`src/rtl/disp_word_src.sv`:
```
// disp_word_src: selects one of four CPU-derived 32-bit words for a
// seven-segment display. Two debounced pushbuttons step the page and
// freeze the view. Halting the CPU forces the frozen view.
module disp_word_src #(
    parameter int unsigned DEB_CYCLES = 1000000
) (
    input  logic        CLK_100MHZ,
    input  logic        RST,
    input  logic        BTN_NEXT,
    input  logic        BTN_FREEZE,
    input  logic [31:0] pc_val,
    input  logic [31:0] wdat,
    input  logic        wen,
    input  logic        halt,
    output logic [31:0] display_digits,
    output logic [1:0]  page,
    output logic        frozen
);

    localparam int unsigned CW = (DEB_CYCLES > 1) ? $clog2(DEB_CYCLES) : 1;
    localparam logic [CW-1:0] CNT_MAX = CW'(DEB_CYCLES - 1);

    // Bit 0 carries BTN_NEXT, bit 1 carries BTN_FREEZE.
    logic [1:0]    sync1;
    logic [1:0]    sync2;
    logic [1:0]    deb_lvl;
    logic [CW-1:0] deb_cnt [2];
    logic [1:0]    deb_flip;
    logic          press_next;
    logic          press_freeze;

    logic [31:0]   last_wdat;
    logic [31:0]   wcount;
    logic [31:0]   ccount;
    logic [31:0]   snap [4];

    logic [1:0]    page_nx;
    logic          frozen_nx;
    logic          freeze_edge;
    logic [31:0]   last_wdat_nx;
    logic [31:0]   wcount_nx;
    logic [31:0]   ccount_nx;
    logic [31:0]   live_word;

    // Two-flop synchronizers for both raw buttons.
    always_ff @(posedge CLK_100MHZ) begin
        if (RST) begin
            sync1 <= '0;
            sync2 <= '0;
        end else begin
            sync1 <= {BTN_FREEZE, BTN_NEXT};
            sync2 <= sync1;
        end
    end

    // Flip when the differing level has lasted DEB_CYCLES cycles; only rising flips are presses.
    always_comb begin
        deb_flip = '0;
        for (int unsigned i = 0; i < 2; i++) begin
            deb_flip[i] = (sync2[i] != deb_lvl[i]) && (deb_cnt[i] == CNT_MAX);
        end
        press_next   = deb_flip[0] & sync2[0];
        press_freeze = deb_flip[1] & sync2[1];
    end

    // Debounce counters: restart whenever the synchronized level agrees with the accepted one.
    always_ff @(posedge CLK_100MHZ) begin
        if (RST) begin
            deb_lvl <= '0;
            for (int unsigned i = 0; i < 2; i++) begin
                deb_cnt[i] <= '0;
            end
        end else begin
            for (int unsigned i = 0; i < 2; i++) begin
                if (sync2[i] == deb_lvl[i]) begin
                    deb_cnt[i] <= '0;
                end else if (deb_flip[i]) begin
                    deb_lvl[i] <= sync2[i];
                    deb_cnt[i] <= '0;
                end else begin
                    deb_cnt[i] <= deb_cnt[i] + CW'(1);
                end
            end
        end
    end

    // Next-state values of page, freeze flag and the four display sources.
    always_comb begin
        page_nx      = page + {1'b0, press_next};
        frozen_nx    = halt | (frozen ^ press_freeze);
        freeze_edge  = frozen_nx & ~frozen;
        last_wdat_nx = wen ? wdat : last_wdat;
        wcount_nx    = (wen && (wcount != '1)) ? wcount + 32'd1 : wcount;
        ccount_nx    = (!halt && (ccount != '1)) ? ccount + 32'd1 : ccount;
        case (page_nx)
            2'd0:    live_word = pc_val;
            2'd1:    live_word = last_wdat_nx;
            2'd2:    live_word = wcount_nx;
            default: live_word = ccount_nx;
        endcase
    end

    // Page, freeze flag and source registers.
    always_ff @(posedge CLK_100MHZ) begin
        if (RST) begin
            page      <= '0;
            frozen    <= 1'b0;
            last_wdat <= '0;
            wcount    <= '0;
            ccount    <= '0;
        end else begin
            page      <= page_nx;
            frozen    <= frozen_nx;
            last_wdat <= last_wdat_nx;
            wcount    <= wcount_nx;
            ccount    <= ccount_nx;
        end
    end

    // Snapshot captures next-state sources on the edge where freezing begins.
    always_ff @(posedge CLK_100MHZ) begin
        if (RST) begin
            for (int unsigned i = 0; i < 4; i++) begin
                snap[i] <= '0;
            end
        end else if (freeze_edge) begin
            snap[0] <= pc_val;
            snap[1] <= last_wdat_nx;
            snap[2] <= wcount_nx;
            snap[3] <= ccount_nx;
        end
    end

    // Display register; on the freeze edge the live word equals what the snapshot is loading.
    always_ff @(posedge CLK_100MHZ) begin
        if (RST) begin
            display_digits <= '0;
        end else if (frozen_nx && frozen) begin
            display_digits <= snap[page_nx];
        end else begin
            display_digits <= live_word;
        end
    end

endmodule

```
`config.mk`:
```
export PLATFORM = sky130hd
export DESIGN_NAME = disp_word_src
export DESIGN_NICKNAME = d
export VERILOG_FILES = /design/src/rtl/disp_word_src.sv
export SDC_FILE = /design/constraint.sdc
export NUM_CORES = 1
export LEC_CHECK = 0
export CAP_MARGIN = 40
export CORE_MARGIN = 2
export CORE_UTILIZATION = 45
export DETAILED_ROUTE_END_ITERATION = 12
export PLACE_DENSITY = 0.64
export SLEW_MARGIN = 20
export SYNTH_ARGS = -nofsm -noshare
export SYNTH_HDL_FRONTEND = slang
export SYNTH_SLANG_ARGS = --single-unit
```
`constraint.sdc`:
```
create_clock -name CLK_100MHZ -period 4.8 [get_ports CLK_100MHZ]
set_input_delay 0.48 -clock CLK_100MHZ [delete_from_list [all_inputs] [get_ports CLK_100MHZ]]
set_output_delay 0.48 -clock CLK_100MHZ [all_outputs]
set_load 0.01 [all_outputs]
```
==> impl_metrics.env <==
export IMPL_fin_util_pct=54.90
export IMPL_r2r_start="deb_cnt[0][11]"
export IMPL_crit_start="deb_cnt[0][11]"
export IMPL_cts_buffers=34
export IMPL_setup_viol=0
export IMPL_clock_sinks=305
export IMPL_r2r_end="display_digits[2]"
export IMPL_crit_end="display_digits[2]"
export IMPL_cap_violations=0
export IMPL_viasPerCell=5.576
export IMPL_start_kind="flop"
export IMPL_required_ns=5.19
export IMPL_critPathKind="flop to flop"
export IMPL_end_kind="flop"
export IMPL_clockRootBuffer="clkbuf_16"
export IMPL_cts_resized=0
export IMPL_crit_slowest_cell="ha_4"
export IMPL_synth_cells=1323
export IMPL_globalplace_congestion=0.8995
export IMPL_dp_cells=1803
export IMPL_antenna_found_initial=0
export IMPL_drt_wirelength_per_cell_microns=19.79
export IMPL_grt_ovfl_total=0
export IMPL_syn_area_sq_um=14130
export IMPL_p_leak_nw=5.992
export IMPL_pwr_density_cell_nw_per_um2=354.1
export IMPL_vias=10404
export IMPL_start_util_pct=45.95
export IMPL_synth_flop_cell="edfxtp_1"
export IMPL_ios=105
export IMPL_crit_family="simple AND/OR/NAND/NOR gates"
export IMPL_finalHoldViolations=0
export IMPL_grtUsageTotal_pct=22.50
export IMPL_rsz0062_at_grt="no"
export IMPL_period_minus_slack_ns=3.790
export IMPL_ant_nets=0
export IMPL_synth_seq_area_share_pct=55.12
export IMPL_nets=1519
export IMPL_max_freq_mhz=263.9
export IMPL_synth_distinct_cells=77
export IMPL_h_tree_depth=2
export IMPL_drtIter0Drc=901
export IMPL_core_sq_um=30750
export IMPL_chipHeight_microns=181.2
export IMPL_ir_worst_vdd_uv=185.5
export IMPL_setup_tns_ns=0
export IMPL_critPathBufInv=1
export IMPL_fin_crit_sh_pct=78.95
export IMPL_clk_pin_slew_ns=0.06
export IMPL_relSlewSlack_pct=39.45
export IMPL_grt_pass1_vias=10130
export IMPL_synth_edf_count=168
export IMPL_drc=0
export IMPL_postRouteWirelength_microns=36930
export IMPL_die_w_microns=181.2
export IMPL_report_final_slew_viol_count=0
export IMPL_cts_hold_buffers=0
export IMPL_first_pass_iters=5
export IMPL_path_cells="nor4b_1 > nand2_1 > nor4_1 > nand3_1 > nor3b_1 > ha_4 > buf_4 > nand2b_1 > o21ai_0 > o31a_1"
export IMPL_yosys_warnings=0
export IMPL_cts_tree="done"
export IMPL_clockBufferDepth=3
export IMPL_num_antenna_cells=0
export IMPL_tightest_slew_ns=0.9008
export IMPL_cp_depth=10
export IMPL_regToRegSetupSlack_ns=1.01
export IMPL_worst_ep_arrival_time_ns=4.18
export IMPL_cts_setup_buffers=0
export IMPL_instances_no_fill=1866
export IMPL_grt_pass1_wl_microns=57990
export IMPL_rows=64
export IMPL_clk_latency_ns=0.52
export IMPL_clock_skew_ns=0.02155
export IMPL_syn_avg_cell_area_sq_um=10.68
export IMPL_cp_slowest_stage_delay_ns=0.56
export IMPL_hpwl_microns=25340
export IMPL_synthArstFlopShare_pct=0
export IMPL_hold_path_class="input port to flop"
export IMPL_yosys_register_bits=305
export IMPL_syn2layout_area_growth_pct=19.47
export IMPL_status="completed"
export IMPL_die_area_sq_um=32830
export IMPL_path_max_fanout=42
export IMPL_layout_drive_gt1_share_pct=8.707
export IMPL_worstRegToRegCells=10
export IMPL_grt_start_max_net_pins=129
export IMPL_port_buffers=104
## worst reg2reg max path, cell delays in order (launching register included)
cell and delay, ns:
edfxtp_1 0.47, nor4b_1 0.37, nand2_1 0.11, nor4_1 0.27, nand3_1 0.11, nor3b_1 0.35
ha_4 0.56, buf_4 0.49, nand2b_1 0.52, o21ai_0 0.18, o31a_1 0.25
## cell usage in the layout (no fill, tap or decap), types with 39 or more instances in the layout
master,instances
conb_1,40
nor2_1,311
xnor2_1,55
and2_1,46
edfxtp_1,168
clkdlybuf4s50_1,102
xor2_1,39
dfxtp_1,137
nand3_1,55
nand2_1,87
## logic make-up (layout without fill, tap and decap cells)
kind of cell               Yosys count  after routing  synth area share (%)
adders and majority gates            5              5                0.4428
xor gates and xnor gates            97             97                 6.066
muxes                               70             70                 7.802
and+or+nand+nor                    627            627                 20.95
other                                1             40               0.02654
AOI/OAI and AO/OA                  131            131                 7.014
DFF                                305            305                 55.12
buffers and inverters               87            195                 2.577
## Yosys cell counts, drive strengths merged, types with 13 or more instances
cell type	number	area share [%]
xnor2	56	3.5
a21oi	26	0.92
dfxtp	137	19
edfxtp	168	36
mux2i	37	2.6
xor2	41	2.6
nand4	30	1.4
a311oi	13	0.81
nor2	312	8.3
and2	46	2.0
o21ai	21	0.74
nand3	56	2.0
and3	18	0.80
nor4	16	0.80
and4	13	0.81
nand2	87	2.3
mux4	32	5.1
clkbuf	45	1.2
buf	31	1.1
## through the flow
stage,power (mW),hold WS (ns),instance area [sq um],setup slack [ns]
final,5.976,0.4405,16880,1.010
after global routing,6.175,0.4472,16880,0.7400
after CTS,6.023,0.4319,16870,1.045
after detailed placement,3.421,0.4411,15750,1.049
after floorplan,3.210,0.4138,14270,1.255
after global placement,3.406,0.4306,15690,1.124
## registers in the layout, summed over array words and instances, names as in the netlist
register / cells
ccount: 32
deb_cnt: 40
deb_lvl: 2
display_digits: 32
frozen: 1
last_wdat: 32
page: 2
snap: 128
sync1: 2
sync2: 2
wcount: 32
## power by group
part	total, mW	switching [mW]	internal (mW)	leakage [nW]
clock network	2.61	1.03	1.58	0.546
registers	2.94	0.0584	2.89	2.92
logic	0.418	0.223	0.196	2.53
total	5.98	1.31	4.66	5.99
## per-layer routing
metal | GRT usage [%] | up-vias | routed length, microns | share of wire [%]
li1 | - | 4922 | - | -
met1 | 32.32 | 5082 | 16830 | 46
met2 | 35.28 | 348 | 16960 | 46
met3 | 3.830 | 52 | 2376 | 6.4
met4 | 6.114 | 0 | 769 | 2.1
met5 | 0 | - | 0 | 0
## layout make-up
type,instances,area (sq um)
Timing Repair Buffer,122,1244
Inverter,11,41.29
Tap cell,396,495.5
Clock buffer,54,1030
Fill cell,2684,13870
Clock inverter,8,91.34
Sequential cell,305,7787
Multi-Input combinational cell,970,6191
## worst min-delay path by stage
stage | startpoint | endpoint | slack [ns] | depth (start not counted)
2_1_floorplan | sync1[0] | sync2[0] | 0.41 | 1
3_3_place_gp | sync1[1] | sync2[1] | 0.43 | 1
3_5_place_dp | sync1[1] | sync2[1] | 0.44 | 1
4_1_cts | RST | last_wdat[5] | 0.43 | 2
5_1_grt | RST | last_wdat[31] | 0.45 | 2
6_report | RST | deb_lvl[0] | 0.44 | 2
(Power assumes the default switching activity.)
